File: config.mk
export PLATFORM = sky130hd
export DESIGN_NAME = sha_digest_finalize_stage
export DESIGN_NICKNAME = d
export VERILOG_FILES = /design/src/rtl/sha_digest_finalize_stage.sv
export SDC_FILE = /design/constraint.sdc
export NUM_CORES = 2
export LEC_CHECK = 0
export CAP_MARGIN = 20
export CORE_AREA = 2 2 351 353
export CTS_CLUSTER_DIAMETER = 60
export DETAILED_ROUTE_END_ITERATION = 7
export DIE_AREA = 0 0 353 355
export GPL_ROUTABILITY_DRIVEN = 0
export MAX_ROUTING_LAYER = met4
export PLACE_DENSITY = 0.79
export RECOVER_POWER = 50
export SYNTH_ARGS = -nofsm -noshare
export SYNTH_HDL_FRONTEND = slang
export SYNTH_SLANG_ARGS = --single-unit
File: constraint.sdc
create_clock -name clk -period 9.39 [get_ports clk]
set_input_delay 1.878 -clock clk [delete_from_list [all_inputs] [get_ports clk]]
set_output_delay 1.878 -clock clk [all_outputs]
set_load 0.01 [all_outputs]
File: src/rtl/sha_digest_finalize_stage.sv
// SHA-256 finalize stage: midstate add, leading-zero difficulty test, hit FIFO with valid/ready drain.
// Optional build macro SHA_FINALIZE_HIT_COUNT_EN adds hit_count_o (saturating count of FIFO writes).
module sha_digest_finalize_stage #(
    parameter int ZERO_BITS  = 32,
    parameter int FIFO_DEPTH = 4
) (
    input  logic         clk,
    input  logic         rst_n,
    input  logic         valid_i,
    input  logic [255:0] state_i,
    input  logic [255:0] midstate_i,
    input  logic [31:0]  nonce_i,
    output logic         hit_valid_o,
    input  logic         hit_ready_i,
    output logic [31:0]  hit_nonce_o,
    output logic [255:0] hit_digest_o,
`ifdef SHA_FINALIZE_HIT_COUNT_EN
    output logic [31:0]  hit_count_o,
`endif
    output logic         overflow_o
);

    localparam int DATA_W  = 256;
    localparam int WORD_W  = 32;
    localparam int ENTRY_W = DATA_W + WORD_W;
    localparam int PTR_W   = $clog2(FIFO_DEPTH);
    localparam int CNT_W   = PTR_W + 1;

    function automatic logic [DATA_W-1:0] add_words(input logic [DATA_W-1:0] x,
                                                    input logic [DATA_W-1:0] y);
        logic [DATA_W-1:0] r;
        for (int k = 0; k < DATA_W / WORD_W; k++) begin
            r[k*WORD_W +: WORD_W] = x[k*WORD_W +: WORD_W] + y[k*WORD_W +: WORD_W];
        end
        return r;
    endfunction

`ifdef SHA_FINALIZE_HIT_COUNT_EN
    function automatic logic [31:0] sat_inc(input logic [31:0] v);
        return (v == 32'hFFFF_FFFF) ? v : v + 32'd1;
    endfunction
`endif

    logic              vld_p0;
    logic [DATA_W-1:0] dig_p0;
    logic [WORD_W-1:0] nonce_p0;
    logic              vld_p1;
    logic [DATA_W-1:0] dig_p1;
    logic [WORD_W-1:0] nonce_p1;

    // S1: per-word modular add of final round state and midstate
    always_ff @(posedge clk or negedge rst_n) begin
        if (!rst_n) begin
            vld_p0 <= 1'b0;
        end else begin
            vld_p0 <= valid_i;
        end
    end

    always_ff @(posedge clk) begin
        dig_p0   <= add_words(state_i, midstate_i);
        nonce_p0 <= nonce_i;
    end

    // S2: difficulty test; vld_p1 only marks hits, misses end here
    always_ff @(posedge clk or negedge rst_n) begin
        if (!rst_n) begin
            vld_p1 <= 1'b0;
        end else begin
            vld_p1 <= vld_p0 && (dig_p0[DATA_W-1 -: ZERO_BITS] == '0);
        end
    end

    always_ff @(posedge clk) begin
        dig_p1   <= dig_p0;
        nonce_p1 <= nonce_p0;
    end

    // S3: hit FIFO
    logic [ENTRY_W-1:0] mem [FIFO_DEPTH];
    logic [PTR_W-1:0]   rd_ptr;
    logic [PTR_W-1:0]   wr_ptr;
    logic [CNT_W-1:0]   count;
    logic               full;
    logic               push;
    logic               pop;
    logic               wr_en;
    logic [ENTRY_W-1:0] head;

    assign full  = (count == CNT_W'(FIFO_DEPTH));
    assign push  = vld_p1;
    assign pop   = hit_valid_o & hit_ready_i;
    // A full FIFO still accepts a push in the same cycle its head is popped
    assign wr_en = push & (~full | pop);

    always_ff @(posedge clk) begin
        if (wr_en) begin
            mem[wr_ptr] <= {nonce_p1, dig_p1};
        end
    end

    always_ff @(posedge clk or negedge rst_n) begin
        if (!rst_n) begin
            rd_ptr     <= '0;
            wr_ptr     <= '0;
            count      <= '0;
            overflow_o <= 1'b0;
        end else begin
            if (wr_en) begin
                wr_ptr <= wr_ptr + PTR_W'(1);
            end
            if (pop) begin
                rd_ptr <= rd_ptr + PTR_W'(1);
            end
            if (wr_en && !pop) begin
                count <= count + CNT_W'(1);
            end else if (pop && !wr_en) begin
                count <= count - CNT_W'(1);
            end
            if (push && full && !pop) begin
                overflow_o <= 1'b1;
            end
        end
    end

`ifdef SHA_FINALIZE_HIT_COUNT_EN
    always_ff @(posedge clk or negedge rst_n) begin
        if (!rst_n) begin
            hit_count_o <= '0;
        end else if (wr_en) begin
            hit_count_o <= sat_inc(hit_count_o);
        end
    end
`endif

    // Head data is forced to zero while empty so outputs read 0 out of reset
    assign head         = mem[rd_ptr];
    assign hit_valid_o  = (count != '0);
    assign hit_nonce_o  = hit_valid_o ? head[ENTRY_W-1 -: WORD_W] : '0;
    assign hit_digest_o = hit_valid_o ? head[DATA_W-1:0] : '0;

endmodule

==> results.toml <==
[outcome]
status = "finished, violations left"
failed_checks = "capacitance limit, slew limit"

[synth]
synth-seq-cells = 1738
syn_area_mm2 = 0.06747
yosys.area.top_type = "edfxtp_1"
ys.flop_type = "edfxtp_1"
synth-xor-area-share_pct = 3.064
syn_area_per_cell_um2 = 16.32
synthSimpleGateAreaFrac_pct = 6.118
synthArstFlopShare_pct = 0.5754
synth_top_family_by_area = "multiplexers"
synth_cells = 4134
ys_seq_area_share_pct = 68.73
synth_compound_area_share_pct = 6.446
yosys-top-cells-area = "edfxtp_1 (51%), dfxtp_1 (17%), mux4_2 (9.6%)"
synth_mux_area_share_pct = 9.645
synth_edf_count = 1152
yosys.area_share.adder_pct = 4.959
synth_cell_types = 84
yosysTopAreaCellShare_pct = 51.27
synth_nets = 4944
ys_warn_count = 0

[timing]
max_freq_mhz = 168.1
period_share_pct = 63.34
tns_ns = 0
rsz0062_at_grt = "no"
slew_headroom_pct = -97.02
fin_crit_ns = 5.948
finalSetupViolCount = 0
finalWorstSetupSlack_ns = 3.442
hold_viol = 0
drv_slew = 70
worstMarginPinSlew_ns = 2.954
fin_skew_ns = 0.05954

[setup_path]
crit_slowest_cell = "and2_0"
critPathArrivalTime_ns = 6.31
crit_fanout = 57
endpoint_kind = "register"
start_kind = "primary input"
reg2reg_setup_slack_ns = 4.71
path_cells = "dlygate4sd3_1, nor4b_1, nor2b_1, and2_0, buf_4"
reg2reg_depth = 4
max_stage_delay_ns = 2.22
crit_required_ns = 9.76
crit_type = "in -> reg"

[cts]
ctsHoldBuffers = 0
cts_num_sinks = 1738
clk_path_buf_depth = 3
clk_latency_ns = 0.78
clockRootBuffer = "clkbuf_16"
numCtsBuffers = 168
h-tree-depth = 4
cts_resized = 0
clk_pin_slew_ns = 0.06
post_cts_buffers = 0
cts_tree = "yes"

[global_route]
antenna_found_initial = 38
grt_max_degree = 195
grt_pass1_wl_um = 232400
grt_pass1_vias = 38815
overflow = 0
track_usage_pct = 25.13

[floorplanning]
core.rowCount = 128
die_w_um = 353
dieArea_mm2 = 0.1253
ios = 838
start_util_pct = 55.58
core_mm2 = 0.1214
die_y_um = 355

[place]
post-place-ws_ns = 4.049
dp_cells = 6485
hpwl_um = 104000
port_buffers = 837

[pwr]
fin_total_pwr_mw = 17.43
cellPowerDensity_mw_per_mm2 = 208.3
leakage_nw = 29.77
ir_drop_mv = 0.1682

[flow_run]
cap_violations = 2

[drt]
avgViaCountPerCell = 5.659
ant_nets = 0
wl_per_cell_um = 22.72
drt_iter0_markers = 2746
drc_errors = 0
num_vias = 38674
dr.pass1.iters = 6
wirelength_um = 155300

[layout]
fin_nets = 5840
drive_gt1_share_pct = 11.90
synthToLayoutAreaGrowth_pct = 24.01
final_cells = 6834

[hold_path]
hold_class = "reg -> reg"
worstHoldPathCells = 0
[cell families (layout without fill, tap and decap cells)]
| family | after synthesis | count (layout) |
|---|---|---|
| compound gates | 661 | 661 |
| mux | 290 | 290 |
| xor+xnor | 236 | 236 |
| fa+ha+maj | 262 | 262 |
| other cells | 0 | 33 |
| buf+inv | 184 | 1226 |
| flops | 1738 | 1738 |
| simple gates | 763 | 763 |
[metrics by stage]
stage	hold WS, ns	area, um^2	utilization [%]
after floorplan	0.3096	67480	-
after global placement	0.3102	77720	64.03
after detailed placement	0.3121	77720	64.03
after CTS	0.2683	83630	68.89
after global routing	0.2844	83660	68.92
final	0.2768	83670	68.92
[per-layer routing]
layer  global-route usage [%]  up-vias  wire length, um  part of all wire, %
li1                         -    17752                -                    -
met2                    41.58     1376            78600                   51
met3                    5.744      291            11340                  7.3
met4                    10.15        0             6036                  3.9
met5                        -        -                0                    0
met1                    29.99    19255            59320                   38
[path summary, 6_finish.rpt]
kind,startpoint,end
max,hit_ready_i,mem[3][35]
min,dig_p0[55],dig_p1[55]
max reg2reg,count[2],mem[3][35]
min reg2reg,dig_p0[55],dig_p1[55]
max in group asynchronous,rst_n,rd_ptr[1]
min in group asynchronous,rst_n,overflow_o
[cell type report]
class	count	area [um^2]
Antenna cell	33	82.58
Clock buffer	218	4657
Clock inverter	98	1246
Fill cell	7880	37720
Inverter	51	191.4
Multi-Input combinational cell	2212	20370
Sequential cell	1738	46380
Tap cell	1625	2033
Timing Repair Buffer	859	8706
[synthesized netlist by cell type, types with 8 or more instances]
cell type / instances
o21ai_1: 32
a21o_1: 139
clkbuf_1: 89
nor2b_1: 23
o211ai_1: 15
fa_1: 9
mux4_2: 288
a211oi_1: 14
nand2_1: 123
buf_1: 42
xnor2_1: 150
nand3_1: 49
and2_1: 304
and4_1: 8
edfxtp_1: 1152
or3_1: 13
ha_1: 253
nand4_1: 32
inv_1: 51
o21a_1: 23
nor4_1: 10
nor3_1: 21
a31oi_1: 23
and3_1: 25
dfxtp_1: 576
nor2_1: 121
xor2_1: 86
o21ai_0: 74
a21oi_1: 210
dfrtp_1: 10
nand2b_1: 17
o21bai_1: 29
[sequential cells by signal, indices dropped and copies added, names as in the netlist]
| name | count |
|---|---|
| wr_ptr | 2 |
| vld_p0 | 1 |
| nonce_p0 | 32 |
| nonce_p1 | 32 |
| count | 3 |
| dig_p0 | 256 |
| dig_p1 | 256 |
| rd_ptr | 2 |
| push | 1 |
| overflow_o | 1 |
| mem | 1152 |
[cells in the final DEF, fill, tap and decap left out, types with 30 or more instances in the layout]
cell type        count
nand2_1            123
clkdlybuf4s50_1    792
a21oi_1            210
dlygate4sd3_1       45
ha_1               253
diode_2             33
nand4_1             32
xnor2_1            150
dfxtp_1            576
edfxtp_1          1152
inv_1               51
xor2_1              86
nand3_1             49
o21ai_0             76
mux4_2             288
o21ai_1             30
clkinv_2            31
a21o_1             139
nor2_1             121
and2_1             299
clkbuf_16          172
[power by group]
group          total, mW  internal, mW  switching, mW
Combinational       1.21         0.596          0.615
Clock               6.99          4.07           2.93
Sequential          9.22          8.89          0.332
[critical path, delay by kind of cell]
| kind | cells | cell delay [ns] |
|---|---|---|
| buf+inv | 2 | 1.60 |
| simple gates | 3 | 2.78 |
Power figures use the tool's default switching activity.
